`config.mk`:
```
export PLATFORM = sky130hd
export DESIGN_NAME = pipe_hazard_ctrl
export DESIGN_NICKNAME = d
export VERILOG_FILES = /design/src/rtl/pipe_hazard_ctrl.sv
export SDC_FILE = /design/constraint.sdc
export NUM_CORES = 1
export LEC_CHECK = 0
export BUFFER_PORTS_ARGS = -buffer_cell sky130_fd_sc_hd__buf_2
export CORE_MARGIN = 1
export CORE_UTILIZATION = 44
export CTS_CLUSTER_DIAMETER = 60
export DETAILED_ROUTE_END_ITERATION = 12
export PLACE_DENSITY = 0.76
export SYNTH_ARGS = -nofsm -noshare
export SYNTH_HDL_FRONTEND = slang
export SYNTH_SLANG_ARGS = --single-unit
```
`constraint.sdc`:
```
create_clock -name clk -period 3.5 [get_ports clk]
set_input_delay 1.05 -clock clk [delete_from_list [all_inputs] [get_ports clk]]
set_output_delay 1.05 -clock clk [all_outputs]
set_load 0.005 [all_outputs]
```
`src/rtl/pipe_hazard_ctrl.sv`:
```
// Pipeline stall/flush controller: merges per-stage stall requests into a prefix
// stall mask, sequences exception flushes around full freezes, and runs a stall watchdog.
module pipe_hazard_ctrl #(
    parameter int unsigned NUM_STAGES = 6,
    parameter int unsigned NUM_REQ    = 4,
    parameter int unsigned PC_WIDTH   = 32,
    parameter int unsigned TIMEOUT    = 1024
) (
    input  logic                                   clk,
    input  logic                                   rst,
    input  logic [NUM_REQ-1:0]                     stall_req,
    input  logic [NUM_REQ*$clog2(NUM_STAGES)-1:0]  stall_stage,
    input  logic                                   excp_valid,
    input  logic [PC_WIDTH-1:0]                    excp_pc,
    output logic [NUM_STAGES-1:0]                  stall,
    output logic [NUM_STAGES-1:0]                  bubble,
    output logic                                   flush,
    output logic [PC_WIDTH-1:0]                    new_pc,
    output logic                                   excp_ack,
    output logic                                   stall_timeout
);

    localparam int unsigned SW = $clog2(NUM_STAGES);

    localparam logic [1:0] S_IDLE  = 2'd0;
    localparam logic [1:0] S_PEND  = 2'd1;
    localparam logic [1:0] S_FLUSH = 2'd2;

    logic [1:0]            state_q, state_d;
    logic [PC_WIDTH-1:0]   pc_q;
    logic                  ack_q;
    logic                  capture;
    logic [NUM_STAGES-1:0] raw_stall;
    logic                  freeze;

    // A stage index >= NUM_STAGES naturally covers every stage, giving the saturation.
    always_comb begin : merge_requests
        int unsigned sel;
        raw_stall = '0;
        for (int unsigned i = 0; i < NUM_REQ; i++) begin
            sel = 32'(stall_stage[i*SW +: SW]);
            for (int unsigned k = 0; k < NUM_STAGES; k++) begin
                if (stall_req[i] && (k <= sel)) begin
                    raw_stall[k] = 1'b1;
                end
            end
        end
    end

    assign freeze = raw_stall[NUM_STAGES-1];

    always_comb begin
        state_d = state_q;
        capture = 1'b0;
        case (state_q)
            S_IDLE: begin
                if (excp_valid) begin
                    capture = 1'b1;
                    state_d = freeze ? S_PEND : S_FLUSH;
                end
            end
            S_PEND:  if (!freeze) state_d = S_FLUSH;
            S_FLUSH: if (!freeze) state_d = S_IDLE;
            default: state_d = S_IDLE;
        endcase
    end

    always_ff @(posedge clk or posedge rst) begin
        if (rst) begin
            state_q <= S_IDLE;
            pc_q    <= '0;
            ack_q   <= 1'b0;
        end else begin
            state_q <= state_d;
            ack_q   <= capture;
            if (capture) begin
                pc_q <= excp_pc;
            end
        end
    end

    assign flush    = (state_q == S_FLUSH);
    assign new_pc   = flush ? pc_q : '0;
    assign excp_ack = ack_q;

    // Requests from stages being flushed are dropped; only a freeze still holds everything.
    always_comb begin
        if (rst) begin
            stall = '0;
        end else if (flush) begin
            stall = {NUM_STAGES{freeze}};
        end else begin
            stall = raw_stall;
        end
    end

    assign bubble = flush ? '0 : ({stall[NUM_STAGES-2:0], 1'b0} & ~stall);

    if (TIMEOUT > 0) begin : g_watchdog
        localparam int unsigned CW = $clog2(TIMEOUT + 1);
        logic [CW-1:0] cnt_q;
        logic          timeout_q;

        always_ff @(posedge clk or posedge rst) begin
            if (rst) begin
                cnt_q     <= '0;
                timeout_q <= 1'b0;
            end else begin
                if (stall == '0) begin
                    cnt_q <= '0;
                end else if (cnt_q != CW'(TIMEOUT)) begin
                    cnt_q <= cnt_q + CW'(1);
                end
                if ((stall != '0) && (cnt_q == CW'(TIMEOUT - 1))) begin
                    timeout_q <= 1'b1;
                end
            end
        end

        assign stall_timeout = timeout_q;
    end else begin : g_no_watchdog
        assign stall_timeout = 1'b0;
    end

endmodule

```
Word level (Yosys, flattened, before mapping)
Index checks and enable logic that the tools add are counted.
{ "classes": {"add_sub_neg": 1, "eq_ne": 7, "bitwise_logic": 2, "mux": 37, "n_lt_le_gt_ge": 20, "reduce_logical": 26} }
{ "ops": {"columns": ["op", "count"], "rows": [
  ["two-way mux 32 bit", 1],
  ["two-way mux 1 bit", 26],
  ["less-or-equal comparator 2 x 3 -> 1 bit (first input constant)", 8],
  ["less-or-equal comparator 3 bit (first input constant)", 8],
  ["two-way mux 11 bit", 2],
  ["logical AND 1 bit", 21],
  ["less-or-equal comparator 1 x 3 -> 1 bit (first input constant)", 4],
  ["two-way mux 6 bit", 2],
  ["adder 11 x 1 -> 11 bit (second input constant)", 1],
  ["equality test 11 x 10 -> 1 bit (second input constant)", 1],
  ["!= test 11 bit (second input constant)", 1],
  ["two-way mux 2 bit", 4],
  ["bitwise AND 6 bit", 1],
  ["zero test 6 bit", 1],
  ["!= test 2 bit (second input constant)", 3],
  ["NOT 6 bit", 1],
  ["one-hot mux 2 bit (3 select lines)", 1],
  ["nonzero test 6 bit", 1],
  ["two-way mux 5 bit", 1],
  ["AND reduction 3 bit", 1],
  ["equality test 2 x 1 -> 1 bit (second input constant)", 1],
  ["equality test 2 bit (second input constant)", 1],
  ["zero test 2 bit", 1],
  ["nonzero test 2 bit", 1]
]} }
{ "totals": {"out_inout_bits": 47, "ff_bits": 47, "word_cells": 98, "inputBits": 51} }

Logic depth before layout (Yosys ltp)
Gate-level depths: netlist of the first run.
{ "logic_depth": {"depth_word": 11, "depth_mapped": 5} }

Least setup slack after synthesis of the first run
OpenSTA, ideal clock, no wires.
{ "synth_path": {"kind": "input -> output", "startpoint": "input port rst", "endpoint": "output port bubble[4]", "n_path_buf": 0, "t_arrival_ns": 2.574, "cell_stages": 3, "slack_ns": -0.124, "path_cell_list": "inv_1 -> o21ai_2 -> nor3_1"} }
{ "synth_via": {"elab_chain_len": 4} }
{ "synth_lines": {"columns": ["element", "line", "rtl"], "rows": [
  ["start, declared", "10", "input logic rst,"],
  ["two-way mux 6 bit *", "88", "if (rst) begin"],
  ["NOT 6 bit", "97", "assign bubble = flush ? '0 : ({stall[NUM_STAGES-2:0], 1'b0} & ~stall);"],
  ["bitwise AND 6 bit *", "97", null],
  ["two-way mux 6 bit *", "97", null],
  ["end, declared", "16", "output logic [NUM_STAGES-1:0] bubble,"]
]} }
Every way passes the cells marked *; elsewhere a longest branch is shown, timed or not.

Worst setup path in the final report of the first run
{ "layout_path": {"startpoint": "input port stall_req[1]", "endpoint": "output port bubble[3]"} }
{ "layout_via": {"elab_chain_len": 9} }
{ "layout_lines": {"columns": ["element", "line", "rtl"], "rows": [
  ["start, declared", "11", "input logic [NUM_REQ-1:0] stall_req,"],
  ["logical AND 1 bit", "43", "if (stall_req[i] && (k <= sel)) begin"],
  ["two-way mux 1 bit (3 in a row)", "43", null],
  ["two-way mux 5 bit *", "90", "end else if (flush) begin"],
  ["two-way mux 6 bit *", "88", null],
  ["NOT 6 bit", "97", null],
  ["bitwise AND 6 bit *", "97", null],
  ["two-way mux 6 bit *", "97", null]
]} }
Marks and branches as above.

==> results by group, run 1 <==
Outcome
  – Status: complete, no violations

Synth
  – Mapped Nets: 267
  – Area leader, netlist: dfrtp_1
  – Largest cells by area after synthesis: dfrtp_1, mux2_2, and2_1
  – Seq/Total Area, Yosys: 0.477
  – Post-synth EDFFs: 0
  – Ys async rst share: 1.00
  – Top cell type's share of synthesized area: 0.477
  – Syn Inst Count: 214
  – Synth unique cells: 42
  – Top_reg_cell synth: dfrtp_1
  – Cell Area, Synth: 2460 sq um
  – Synth Register Bits: 47
  – YS warnings: 0
  – Synth Area per Inst: 11.5 sq um

Floorplanning
  – I/O pins: 98
  – Vert. Die Dim: 76.8 um
  – Initial core utilization: 0.470
  – Die area: 5900 sq um
  – Die Width: 76.8 um
  – Row Count: 26
  – Core footprint: 5240 sq um

Placed design
  – Port Buf Inserts: 96
  – Post-DP HPWL: 3680 um
  – Dpl cells: 375
  – RD Place Congestion: 0.943

Setup path
  – Worst reg2reg path depth: 3
  – Crit Path Category: input pin to primary output
  – Crit path from: stall_req[1]
  – WP buf/inv: 2
  – Crit path cell chain: buf_2, a22oi_1, and4_2, nand3_2, and3_1, buf_2
  – Worst-path fanout max: 6
  – Crit path top cell by count: buf_2
  – CP top delay family: simple AND/OR/NAND/NOR gates
  – Crit-path slowest cell: and4_2
  – Reg2Reg Capture Point: pc_q[27]
  – CP max stage delay: 0.30 ns
  – Worst setup EP type: primary output
  – FF-to-FF setup slack: 1.74 ns
  – Critical path arrival: 2.15 ns
  – Setup crit start kind: input pin
  – Reg2reg start: state_q[0]
  – Worst Path Required: 2.45 ns

Power and ir drop
  – Design Power: 0.00173 W
  – Pleak: 1.51 nW
  – Power Dens Cells: 556 nW/um^2
  – Worst vdd ir: 330 uV

Hold path
  – WHS Endpoint: stall_timeout
  – Worst min-delay path class: flop to flop
  – Worst Hold Launch: stall_timeout
  – Hold path cells: 2

CTS
  – Post-CTS Setup Bufs: 0
  – CTS clk-pin slew, worst paths: 0.07 ns
  – CTS tree: built
  – H-tree lvl count: 2
  – Hold buffer count at cts: 0
  – Root Buffer: clkbuf_8
  – PostCTS Resize Cnt: 0
  – Clock Sinks: 47
  – Clk_lat worst skew: 0.29 ns
  – Clock Path Buffers: 2
  – CTS Buf Count: 5

Global route
  – Total GRT Usage: 0.181
  – Initial antenna violation count: 0
  – Vias in the first global route: 1869
  – GRT overflow: 0
  – Largest net degree at the start of global routing: 43
  – First-pass GRT wire length: 8390 um

Drt
  – Wirelength, routed: 4880 um
  – Pre-antenna DRT Iters: 5
  – Residual DRC count: 0
  – WL per Instance: 12.8 um
  – Post-DRT Antenna Nets: 0
  – Via total after detailed routing: 1902
  – DR iter-0 viols: 66
  – Via-per-instance ratio: 4.98

Timing
  – Clk_skew: 0.00763 ns
  – Setup-failing EPs final: 0
  – Actual slew at the worst max-slew pin: 0.707 ns
  – Unrepaired setup endpoints after global routing: false
  – F_max: 313 MHz
  – Slew headroom: 0.528
  – Period utilization: 0.914
  – Final max-slew violation count: 0
  – Minimum clock period: 3.20 ns
  – Final Hold Violating Endpoints: 0
  – Total Neg Setup Slack: 0 ns

Final layout
  – Share of cells above drive strength 1: 0.522
  – ANT cells: 0
  – Nets@finish: 365
  – P&R area growth vs syn: 26.3%
  – Most common cell after layout, fill and taps aside: buf_2
  – Most frequent cells in the layout: buf_2, dfrtp_1, and2_1
  – Non-Filler Instances: 382

Flow run
  – MaxCap Viol Count: 0
flip-flops by register name (all words and copies together) (netlist names):
register	count
g_watchdog.cnt_q	11
state_q	2
stall_timeout	1
excp_ack	1
pc_q	32
Yosys cell counts, drive strengths merged, types with 3 or more instances:
library cell,instances
nor2,15
xor2,8
mux2,32
dfrtp,47
o211ai,4
nor4,3
nand3,10
nand2,5
and4,4
a21oi,3
nor2b,3
buf,6
inv,6
a22oi,3
nand4,5
and2,33
nor3,3
o21ai,7
per-layer routing:
layer | GRT usage | vias to the layer above | part of all wire
met5 | 0 | - | 0
met4 | 0.0577 | 0 | 0.0086
met3 | 0.0500 | 6 | 0.045
met2 | 0.322 | 58 | 0.51
met1 | 0.209 | 900 | 0.44
li1 | - | 938 | -
worst reg2reg max path, stage by stage, from the launching register on:
cell and delay [ns]:
dfrtp_1 0.41, nor3b_4 0.63, buf_12 0.26, mux2_2 0.36
stage by stage:
| step | hold WS [ns] | utilization | cell area (sq um) | setup WS (ns) |
|---|---|---|---|---|
| after floorplan | 0.460 | - | 2470 | 0.318 |
| after detailed placement | 0.454 | 0.575 | 3010 | 0.318 |
| after global placement | 0.444 | 0.575 | 3010 | 0.331 |
| final | 0.471 | 0.594 | 3110 | 0.302 |
| after global routing | 0.503 | 0.594 | 3110 | 0.208 |
| after CTS | 0.472 | 0.594 | 3110 | 0.316 |
area by class of cell:
class | count | area, sq um
Multi-Input combinational cell | 153 | 1200
Tap cell | 70 | 87.6
Clock inverter | 1 | 30.0
Sequential cell | 47 | 1180
Inverter | 6 | 26.3
Fill cell | 451 | 2130
Timing Repair Buffer | 99 | 515
Clock buffer | 6 | 72.6
kinds of logic (layout without fill, tap and decap cells):
| family | Yosys count | in the layout | share of synthesized area |
|---|---|---|---|
| flip-flops | 47 | 47 | 0.477 |
| other | 1 | 1 | 0.00152 |
| XOR/XNOR | 9 | 9 | 0.0320 |
| adder cells (fa/ha/maj) | 2 | 2 | 0.0102 |
| AND/OR/NAND/NOR | 89 | 89 | 0.236 |
| AO/OA/AOI/OAI | 19 | 19 | 0.0589 |
| multiplexers | 33 | 33 | 0.150 |
| buffers and inverters | 14 | 112 | 0.0340 |
power by group:
group / total [W] / leakage (nW) / switching [W] / internal, W
Sequential: 0.000795 / 0.572 / 0.0000792 / 0.000716
Clock: 0.000373 / 0.0513 / 0.000164 / 0.000209
Combinational: 0.000562 / 0.891 / 0.000243 / 0.000319
how the worst max path moves through the flow:
stage,cells after the start,end,slack (ns)
after floorplan,3,bubble[4],0.32
after global placement,6,bubble[3],0.33
after detailed placement,6,bubble[3],0.32
after CTS,6,bubble[3],0.32
after global routing,6,bubble[1],0.21
final,6,bubble[3],0.30
No activity file was read; power rests on OpenSTA's default activity.
==> run 2, diff against run 1 <==
--- a/config.mk
+++ b/config.mk
@@ -7,10 +7,11 @@
 export LEC_CHECK = 0
 export BUFFER_PORTS_ARGS = -buffer_cell sky130_fd_sc_hd__buf_2
 export CORE_MARGIN = 1
-export CORE_UTILIZATION = 44
+export CORE_UTILIZATION = 48
 export CTS_CLUSTER_DIAMETER = 60
 export DETAILED_ROUTE_END_ITERATION = 12
-export PLACE_DENSITY = 0.76
+export PLACE_DENSITY = 0.79
+export RECOVER_POWER = 50
 export SYNTH_ARGS = -nofsm -noshare
 export SYNTH_HDL_FRONTEND = slang
 export SYNTH_SLANG_ARGS = --single-unit
==> constraint.sdc (replaced) <==
create_clock -name clk -period 3.1 [get_ports clk]
set_input_delay 0.93 -clock clk [delete_from_list [all_inputs] [get_ports clk]]
set_output_delay 0.93 -clock clk [all_outputs]
set_load 0.005 [all_outputs]
==> run 2 against run 1 <==
Against the previous run:
- the run now ends with capacitance limit, slew limit left
- critical path depth is the same
- sequential cell count is the same
- sequential power increased by 13%
- clock skew down 0.0020 ns
- critical endpoint unchanged
==> results by group, run 2 (synthesis gave the netlist of run 1 again) <==
Timing
  – Final max-slew violation count: 66 (+66)
  – Period utilization: 0.948
  – Unrepaired setup endpoints after global routing: false
  – Slew headroom: -0.156 (-0.684)
  – F_max: 340 MHz
  – Minimum clock period: 2.94 ns
  – Final Hold Violating Endpoints: 0 (unchanged)
  – Setup-failing EPs final: 0 (unchanged)
  – Hold WS: 0.474 ns (+0.00325 ns)
  – Clk_skew: 0.00567 ns (-0.00196 ns)
  – Total Neg Setup Slack: 0 ns (unchanged)
  – Actual slew at the worst max-slew pin: 1.73 ns (+1.03 ns)

CTS
  – CTS clk-pin slew, worst paths: 0.08 ns (about the same)
  – PostCTS Resize Cnt: 0 (unchanged)
  – Clock Sinks: 47 (unchanged)
  – CTS Buf Count: 5 (unchanged)
  – CTS tree: built
  – Post-CTS Setup Bufs: 0 (unchanged)
  – Root Buffer: clkbuf_8
  – H-tree lvl count: 2 (unchanged)
  – Clk_lat worst skew: 0.30 ns (about the same)
  – Clock Path Buffers: 2 (unchanged)
  – Hold buffer count at cts: 0 (unchanged)

Drt
  – WL per Instance: 13.1 um (+2.5%)
  – Residual DRC count: 0 (unchanged)
  – Pre-antenna DRT Iters: 5 (unchanged)
  – Wirelength, routed: 4990 um (+2.2%)
  – Via-per-instance ratio: 5.04 (+1.3%)
  – DR iter-0 viols: 94 (+42%)
  – Via total after detailed routing: 1921 (+1.0%)
  – Post-DRT Antenna Nets: 0 (unchanged)

Power and ir drop
  – Pleak: 1.49 nW (-1.8%)
  – Power Dens Cells: 622 nW/um^2 (+12%)
  – Clk pwr share: 0.203 (-0.012)
  – Sw Share: 0.298 (+0.0172)
  – Sequential share of power: 0.471 (+0.011)
  – Gate power share: 0.326 (about the same)
  – Worst vdd ir: 395 uV (+20%)
  – Internal: 0.00134 W (+7.8%)
  – Design Power: 0.00191 W (+10%)
  – P_sw: 0.000569 W (+17%)

Floorplanning
  – Vert. Die Dim: 73.6 um (-4.1%)
  – Die area: 5420 sq um (-8.1%)
  – Die Width: 73.6 um (-4.1%)
  – Initial core utilization: 0.511 (+0.0411)
  – I/O pins: 98 (unchanged)
  – Row Count: 25 (-3.8%)
  – Core footprint: 4820 sq um (-8.0%)

Global route
  – Total GRT Usage: 0.201 (+0.0198)
  – Largest net degree at the start of global routing: 37 (-14%)
  – Initial antenna violation count: 0 (unchanged)
  – First-pass GRT wire length: 8310 um (-0.99%)
  – GRT overflow: 0 (unchanged)
  – Vias in the first global route: 1853 (-0.86%)

Final layout
  – Share of cells above drive strength 1: 0.506 (-0.0161)
  – Register with the most flip-flops: pc_q
  – Largest registers: pc_q: 32 flops, g_watchdog.cnt_q: 11 flops, state_q: 2 flops
  – Largest register FFs: 32 (unchanged)
  – Non-Filler Instances: 381 (-0.26%)
  – Most common cell after layout, fill and taps aside: buf_2
  – Most frequent cells in the layout: buf_2, dfrtp_1, and2_1
  – P&R area growth vs syn: 24.6%
  – Nets@finish: 366 (+0.27%)
  – ANT cells: 0 (unchanged)
  – Final instance area: 3070 sq um (-1.3%)

Placed design
  – DP Area: 3000 sq um (-0.29%)
  – Post-DP HPWL: 3690 um (about the same)
  – Port Buf Inserts: 96 (unchanged)
  – Dpl cells: 373 (-0.53%)
  – RD Place Congestion: 0.840 (-11%)

Setup path
  – Critical path arrival: 2.01 ns (-0.14 ns)
  – Worst Path Required: 2.17 ns (-0.28 ns)
  – Worst setup EP type: primary output
  – Setup crit start kind: input pin
  – Worst-path fanout max: 6 (unchanged)
  – Reg2Reg Capture Point: pc_q[3]
  – Worst reg2reg path depth: 3 (unchanged)
  – Reg2reg start: state_q[0]
  – Crit Path Category: input pin to primary output
  – FF-to-FF setup slack: 0.65 ns (-1.09 ns)

Hold path
  – Worst min-delay path class: flop to flop
  – WHS Endpoint: stall_timeout
  – Worst Hold Launch: stall_timeout
  – Hold path cells: 2 (unchanged)

Outcome
  – Status: finished with violations
  – Failing checks: capacitance limit, slew limit

Flow run
  – MaxCap Viol Count: 2 (+2)
-- run 2: cell types whose count changed in the layout (fill, tap and decap cells not counted) --
cell        previous run  this run
clkbuf_1               1         6
buf_2                 96        93
buf_12                 1         0
buf_4                  2         1
bufinv_16              1         0
clkbuf_8               5         6
clkinv_4               0         1
clkinvlp_2             0         1
nor3b_1                0         1
nor3b_4                1         0
-- run 2: area by class of cell --
cell class              instances  area, sq um
well taps                      67         83.8
fillers                       447         1750
repair buffers                100          495
clock buffers                   6         82.6
flip-flops and latches         47         1180
clock inverters                 2         16.3
multi-input cells             153         1190
inverters                       6         23.8
-- run 2: worst max path at each step --
stage            startpoint   endpoint  slack (ns)  cells past startpoint
2_1_floorplan           rst  bubble[4]        0.16                      3
3_3_place_gp   stall_req[1]  bubble[3]        0.18                      6
3_5_place_dp   stall_req[1]  bubble[3]        0.16                      6
4_1_cts        stall_req[1]  bubble[3]        0.16                      6
5_1_grt        stall_req[1]  bubble[3]        0.07                      6
6_report       stall_req[1]  bubble[3]        0.16                      6
-- run 2: worst max-delay path, cell delays in order --
cell	delay, ns
buf_2	0.14
a22oi_1	0.26
and4_2	0.30
nand3_2	0.09
and3_1	0.17
buf_2	0.12
-- run 2: metrics by stage --
stage / setup WS, ns / utilization
after floorplan: 0.158 / -
after global placement: 0.184 / 0.623
after detailed placement: 0.157 / 0.623
after CTS: 0.160 / 0.643
after global routing: 0.0686 / 0.637
final: 0.160 / 0.637
-- run 2: power by group through the flow --
stage	logic (W)	registers (W)	clock network (W)
6_report	0.000623	0.000899	0.000388
5_1_grt	0.000696	0.000928	0.000426
4_1_cts	0.000638	0.000904	0.000406
3_5_place_dp	0.000634	0.000916	0
3_3_place_gp	0.000617	0.000901	0
2_1_floorplan	0.000441	0.000884	0
-- run 2: metal layers --
layer	vias to the layer above	routed length [um]	global-route usage
met5	-	0	0
met4	0	48	0.0641
met3	4	255	0.0590
met2	69	2610	0.341
met1	910	2080	0.245
li1	938	-	-
